$ cat src/rtl/intra16x16_mb_sequencer.sv
// Frame-level sequencer for the luma 16x16 intra path: walks macroblocks in raster
// order, running fetch -> SAD prediction -> save for each, with neighbour flags.
`timescale 1ns/1ps

module intra16x16_mb_sequencer #(
  parameter int LENGTH    = 1280,
  parameter int WIDTH     = 720,
  parameter int MB_SIZE_L = 16,
  parameter int MB_SIZE_W = 16,
  parameter int SAVE_LAT  = 1,
  parameter int MBNUM_W   = 13,
  localparam int MBS_X    = LENGTH / MB_SIZE_L,
  localparam int MBS_Y    = WIDTH / MB_SIZE_W,
  localparam int NUM_MB   = MBS_X * MBS_Y,
  localparam int X_W      = (MBS_X > 1) ? $clog2(MBS_X) : 1,
  localparam int Y_W      = (MBS_Y > 1) ? $clog2(MBS_Y) : 1
) (
  input  logic               clk,
  input  logic               reset,
  input  logic               frame_start,
  output logic               busy,
  output logic               frame_done,
  output logic               load_req,
  input  logic               load_ack,
  output logic               pred_start,
  input  logic               pred_done,
  output logic               save_en,
  output logic [MBNUM_W-1:0] mbnumber,
  output logic [X_W-1:0]     mb_x,
  output logic [Y_W-1:0]     mb_y,
  output logic               top_avail,
  output logic               left_avail,
  output logic               protocol_err
);

  localparam int HOLD_W = (SAVE_LAT > 1) ? $clog2(SAVE_LAT) : 1;
  localparam logic [HOLD_W-1:0]  HOLD_LAST = HOLD_W'((SAVE_LAT > 0) ? SAVE_LAT - 1 : 0);
  localparam logic [X_W-1:0]     LAST_X    = X_W'(MBS_X - 1);
  localparam logic [MBNUM_W-1:0] LAST_MB   = MBNUM_W'(NUM_MB - 1);

  localparam logic [2:0] S_IDLE      = 3'd0;
  localparam logic [2:0] S_LOAD      = 3'd1;
  localparam logic [2:0] S_PRED      = 3'd2;
  localparam logic [2:0] S_WAIT_PRED = 3'd3;
  localparam logic [2:0] S_SAVE      = 3'd4;
  localparam logic [2:0] S_HOLD      = 3'd5;
  localparam logic [2:0] S_NEXT      = 3'd6;
  localparam logic [2:0] S_DONE      = 3'd7;

  logic [2:0]         state_q, state_d;
  logic [MBNUM_W-1:0] mbnumber_q, mbnumber_d;
  logic [X_W-1:0]     mb_x_q, mb_x_d;
  logic [Y_W-1:0]     mb_y_q, mb_y_d;
  logic               top_q, top_d;
  logic               left_q, left_d;
  logic               perr_q, perr_d;
  logic [HOLD_W-1:0]  hold_q, hold_d;

  always_comb begin
    state_d    = state_q;
    mbnumber_d = mbnumber_q;
    mb_x_d     = mb_x_q;
    mb_y_d     = mb_y_q;
    top_d      = top_q;
    left_d     = left_q;
    hold_d     = hold_q;
    perr_d     = perr_q;

    // Handshake inputs outside their own window are dropped but remembered.
    if ((load_ack && state_q != S_LOAD) || (pred_done && state_q != S_WAIT_PRED)) begin
      perr_d = 1'b1;
    end

    case (state_q)
      S_IDLE: begin
        if (frame_start) begin
          state_d    = S_LOAD;
          mbnumber_d = '0;
          mb_x_d     = '0;
          mb_y_d     = '0;
          top_d      = 1'b0;
          left_d     = 1'b0;
          perr_d     = 1'b0;
        end
      end
      S_LOAD: begin
        if (load_ack) state_d = S_PRED;
      end
      S_PRED: state_d = S_WAIT_PRED;
      S_WAIT_PRED: begin
        if (pred_done) state_d = S_SAVE;
      end
      S_SAVE: begin
        hold_d  = '0;
        state_d = (SAVE_LAT > 0) ? S_HOLD : S_NEXT;
      end
      S_HOLD: begin
        if (hold_q == HOLD_LAST) state_d = S_NEXT;
        else                     hold_d  = hold_q + 1'b1;
      end
      S_NEXT: begin
        if (mbnumber_q == LAST_MB) begin
          state_d = S_DONE;
        end else begin
          state_d    = S_LOAD;
          mbnumber_d = mbnumber_q + 1'b1;
          if (mb_x_q == LAST_X) begin
            mb_x_d = '0;
            mb_y_d = mb_y_q + 1'b1;
            top_d  = 1'b1;
            left_d = 1'b0;
          end else begin
            mb_x_d = mb_x_q + 1'b1;
            left_d = 1'b1;
          end
        end
      end
      S_DONE:  state_d = S_IDLE;
      default: state_d = S_IDLE;
    endcase
  end

  always_ff @(posedge clk or negedge reset) begin
    if (!reset) begin
      state_q    <= S_IDLE;
      mbnumber_q <= '0;
      mb_x_q     <= '0;
      mb_y_q     <= '0;
      top_q      <= 1'b0;
      left_q     <= 1'b0;
      perr_q     <= 1'b0;
      hold_q     <= '0;
    end else begin
      state_q    <= state_d;
      mbnumber_q <= mbnumber_d;
      mb_x_q     <= mb_x_d;
      mb_y_q     <= mb_y_d;
      top_q      <= top_d;
      left_q     <= left_d;
      perr_q     <= perr_d;
      hold_q     <= hold_d;
    end
  end

  assign busy         = (state_q != S_IDLE) && (state_q != S_DONE);
  assign frame_done   = (state_q == S_DONE);
  assign load_req     = (state_q == S_LOAD);
  assign pred_start   = (state_q == S_PRED);
  assign save_en      = (state_q == S_SAVE);
  assign mbnumber     = mbnumber_q;
  assign mb_x         = mb_x_q;
  assign mb_y         = mb_y_q;
  assign top_avail    = top_q;
  assign left_avail   = left_q;
  assign protocol_err = perr_q;

endmodule

$ cat config.mk
export PLATFORM = sky130hd
export DESIGN_NAME = intra16x16_mb_sequencer
export DESIGN_NICKNAME = d
export VERILOG_FILES = /design/src/rtl/intra16x16_mb_sequencer.sv
export SDC_FILE = /design/constraint.sdc
export NUM_CORES = 1
export LEC_CHECK = 0
export CORE_MARGIN = 1.5
export CORE_UTILIZATION = 50
export CTS_CLUSTER_DIAMETER = 40
export DETAILED_ROUTE_END_ITERATION = 16
export HOLD_SLACK_MARGIN = 0.1
export PLACE_DENSITY = 0.89
export SLEW_MARGIN = 30
export SYNTH_ARGS = -nofsm -noshare
export SYNTH_HDL_FRONTEND = slang
export SYNTH_SLANG_ARGS = --single-unit
$ cat constraint.sdc
create_clock -name clk -period 2.2 [get_ports clk]
set_input_delay 0.44 -clock clk [delete_from_list [all_inputs] [get_ports clk]]
set_output_delay 0.44 -clock clk [all_outputs]
set_load 0.1 [all_outputs]
==> flow_summary.json <==
{
  "status": "complete, no violations",
  "grt_pass1_wl_mm": 6.91,
  "vias": 1651,
  "grt_max_degree": 33,
  "switching_share": 0.568,
  "dp_slack_ns": 0.114,
  "required_ns": 2.44,
  "synthFlopType": "dfrtp_1",
  "clk_pin_slew_ns": 0.11,
  "routed_wl_mm": 4.07,
  "synth_top_area_share": 0.449,
  "antenna_found_initial": 0,
  "cts_root_buf": "clkbuf_4",
  "seq_area_frac_synth": 0.449,
  "cap_violations": 0,
  "cts_buffer_depth": 2,
  "grtUsageMet2": 0.320,
  "hp-class": "in -> async",
  "start_kind": "flop",
  "synthesis.area_mm2": 0.00178,
  "finalWorstSetupSlack_ns": 0.208,
  "power_leakage_nw": 1.07,
  "grt_pass1_vias": 1451,
  "dp_hpwl_mm": 2.92,
  "area_growth_pct": 31.8,
  "syn_nets": 200,
  "wire_per_inst_um": 14.4,
  "finalNetCount": 244,
  "gp_congestion": 0.850,
  "hold_viol": 0,
  "seq_power_share": 0.252,
  "tightest_slew_ns": 0.427,
  "syn_area_per_cell_um2": 9.29,
  "die_y_um": 62.7,
  "clk_latency_ns": 0.34,
  "worst_ir_drop_vdd_mv": 1.47,
  "cp_max_fo": 10,
  "setup_violations": 0,
  "io_pins": 39,
  "synth_edf_count": 0,
  "comb_power_share": 0.625,
  "n_antenna_cell": 0,
  "ys_warn_count": 0,
  "intPower_mw": 1.60,
  "drc_errors": 0,
  "ctsHtreeMaxLevel": 2,
  "drive_gt1_frac": 0.295,
  "core_mm2": 0.00339,
  "clock_power_share": 0.123,
  "drt_iter0_drc": 81,
  "grt_setup_unrepaired": "false",
  "ant_nets": 0,
  "skew_ns": 0.0116,
  "critPathTopFamily": "compound AO/OA/AOI/OAI gates",
  "ys_types": 47,
  "switchingPower_mw": 2.10,
  "grt_util_met1": 0.322,
  "worstPathBufferInverterCount": 1,
  "timing.final.crit_share": 0.906,
  "grt_use_met3": 0.0486,
  "relSlewSlack": 0.714,
  "rows": 21,
  "synth_top_cell_by_area": "dfrtp_1",
  "p_per_area_mw_per_mm2": 1570,
  "grt_usage": 0.219,
  "start_util": 0.526,
  "finalCriticalPeriod_ns": 1.99,
  "grt-ovfl-total": 0,
  "async_flop_share": 1.00,
  "synth_cells": 192,
  "cp.arrival_ns": 2.23,
  "layout_commonest_cell": "buf_4",
  "max_freq_ghz": 0.502,
  "crit_path_end_kind": "flop",
  "numCtsBuffers": 5,
  "die_area_mm2": 0.00394,
  "die_x_um": 62.7,
  "busiest_layer": "met1",
  "drtPass1Iterations": 4,
  "cts_sinks": 32,
  "ys_top_cells_by_area": "dfrtp_1 (45%), nand2_1 (4.0%), a21oi_1 (3.6%), nand3_1 (3.4%), nor2_1 (2.7%)",
  "mostFrequentLayoutCells": "buf_4 (37), dfrtp_1 (25), nand2_1 (19)",
  "critPathSlowestCell": "dfrtp_2",
  "cts_tree": "built",
  "slowest_delay_ns": 0.46,
  "drv_slew": 0,
  "hold_slack_ns": 0.479,
  "routed_via_density": 5.83,
  "fin_total_pwr_mw": 3.70,
  "path_cells": "ha_1 -> and3_1 -> a41oi_1 -> buf_12 -> nand2_1 -> a31o_2",
  "ys_ff_latch": 32,
  "port_buffers": 38,
  "critPathKind": "reg -> reg"
}
area by class of cell:
type | count | area [um2]
clock inverters | 3 | 42.5
multi-input cells | 148 | 958
well taps | 46 | 57.6
fillers | 261 | 1040
clock buffers | 5 | 37.5
flip-flops and latches | 32 | 810
inverters | 2 | 7.51
repair buffers | 47 | 438
routing by layer:
metal	wire length (um)	up-vias	part of all wire
met2	1980	57	0.49
met3	212	4	0.052
li1	-	799	-
met1	1850	791	0.45
met4	37	0	0.0091
met5	0	-	0
worst register-to-register path: cells and delay by family, from the launching register on:
kind | cells | cell delay (ns)
and+or+nand+nor | 2 | 0.36
adders and majority gates | 1 | 0.24
DFF | 1 | 0.46
buffers and inverters | 1 | 0.18
AOI/OAI and AO/OA | 2 | 0.65
power by group through the flow:
stage	combinational [mW]	clock, mW	sequential (mW)
5_1_grt	2.42	0.492	0.959
3_3_place_gp	2.28	0	0.933
4_1_cts	2.31	0.462	0.929
3_5_place_dp	2.31	0	0.940
6_report	2.31	0.453	0.933
2_1_floorplan	0.845	0	1.79
what timing repair did:
item,in CTS,in global routing
buffers inserted,0,0
hold buffers,0,0
endpoints found under the hold margin,0,0
gates resized for setup,0,1
setup endpoints to repair,0,2
flip-flops by register name (all words and copies together) (netlist names):
name          count
mb_x              7
mbnumber         13
protocol_err      1
mb_y              6
left_avail        1
top_avail         1
state_q           3
synthesized netlist by cell type (all sizes together) (3+ instances only):
master   n
and3     4
buf      5
ha       3
o211ai   4
or3      3
clkbuf   5
o21a     6
nand2b   4
or4      3
nand4    4
nand2   19
nor3b    3
nor2    13
and2     5
xor2     4
nand3   13
nor3     7
o21ai    9
o31ai    3
dfrtp   32
a21oi   13
kinds of logic after synthesis:
group / after synthesis / synth area share
buf+inv: 12 / 0.0302
flops: 32 / 0.449
simple gates: 87 / 0.273
xor+xnor: 4 / 0.0196
compound gates: 52 / 0.196
fa+ha+maj: 3 / 0.0210
mux: 2 / 0.0112
worst paths after layout:
kind | start | to | slack, ns | cells past startpoint
max | mbnumber[0] | mb_y[4] | 0.21 | 6
min in group clk | left_avail | left_avail | 0.49 | 1
max in group asynchronous | reset | mb_x[3] | 1.41 | 2
min | reset | mb_y[5] | 0.48 | 2
min reg2reg | left_avail | left_avail | 0.49 | 1
max reg2reg | mbnumber[0] | mb_y[4] | 0.21 | 6
through the flow:
stage / setup TNS, ns / instance area, um2 / instances / utilization
2_1_floorplan: -0.843 / 1820 / 192 / -
3_3_place_gp: 0 / 2270 / 275 / 0.669
3_5_place_dp: 0 / 2270 / 275 / 0.669
4_1_cts: 0 / 2350 / 283 / 0.692
5_1_grt: 0 / 2350 / 283 / 0.694
6_report: 0 / 2350 / 283 / 0.694
(Power assumes the default switching activity.)
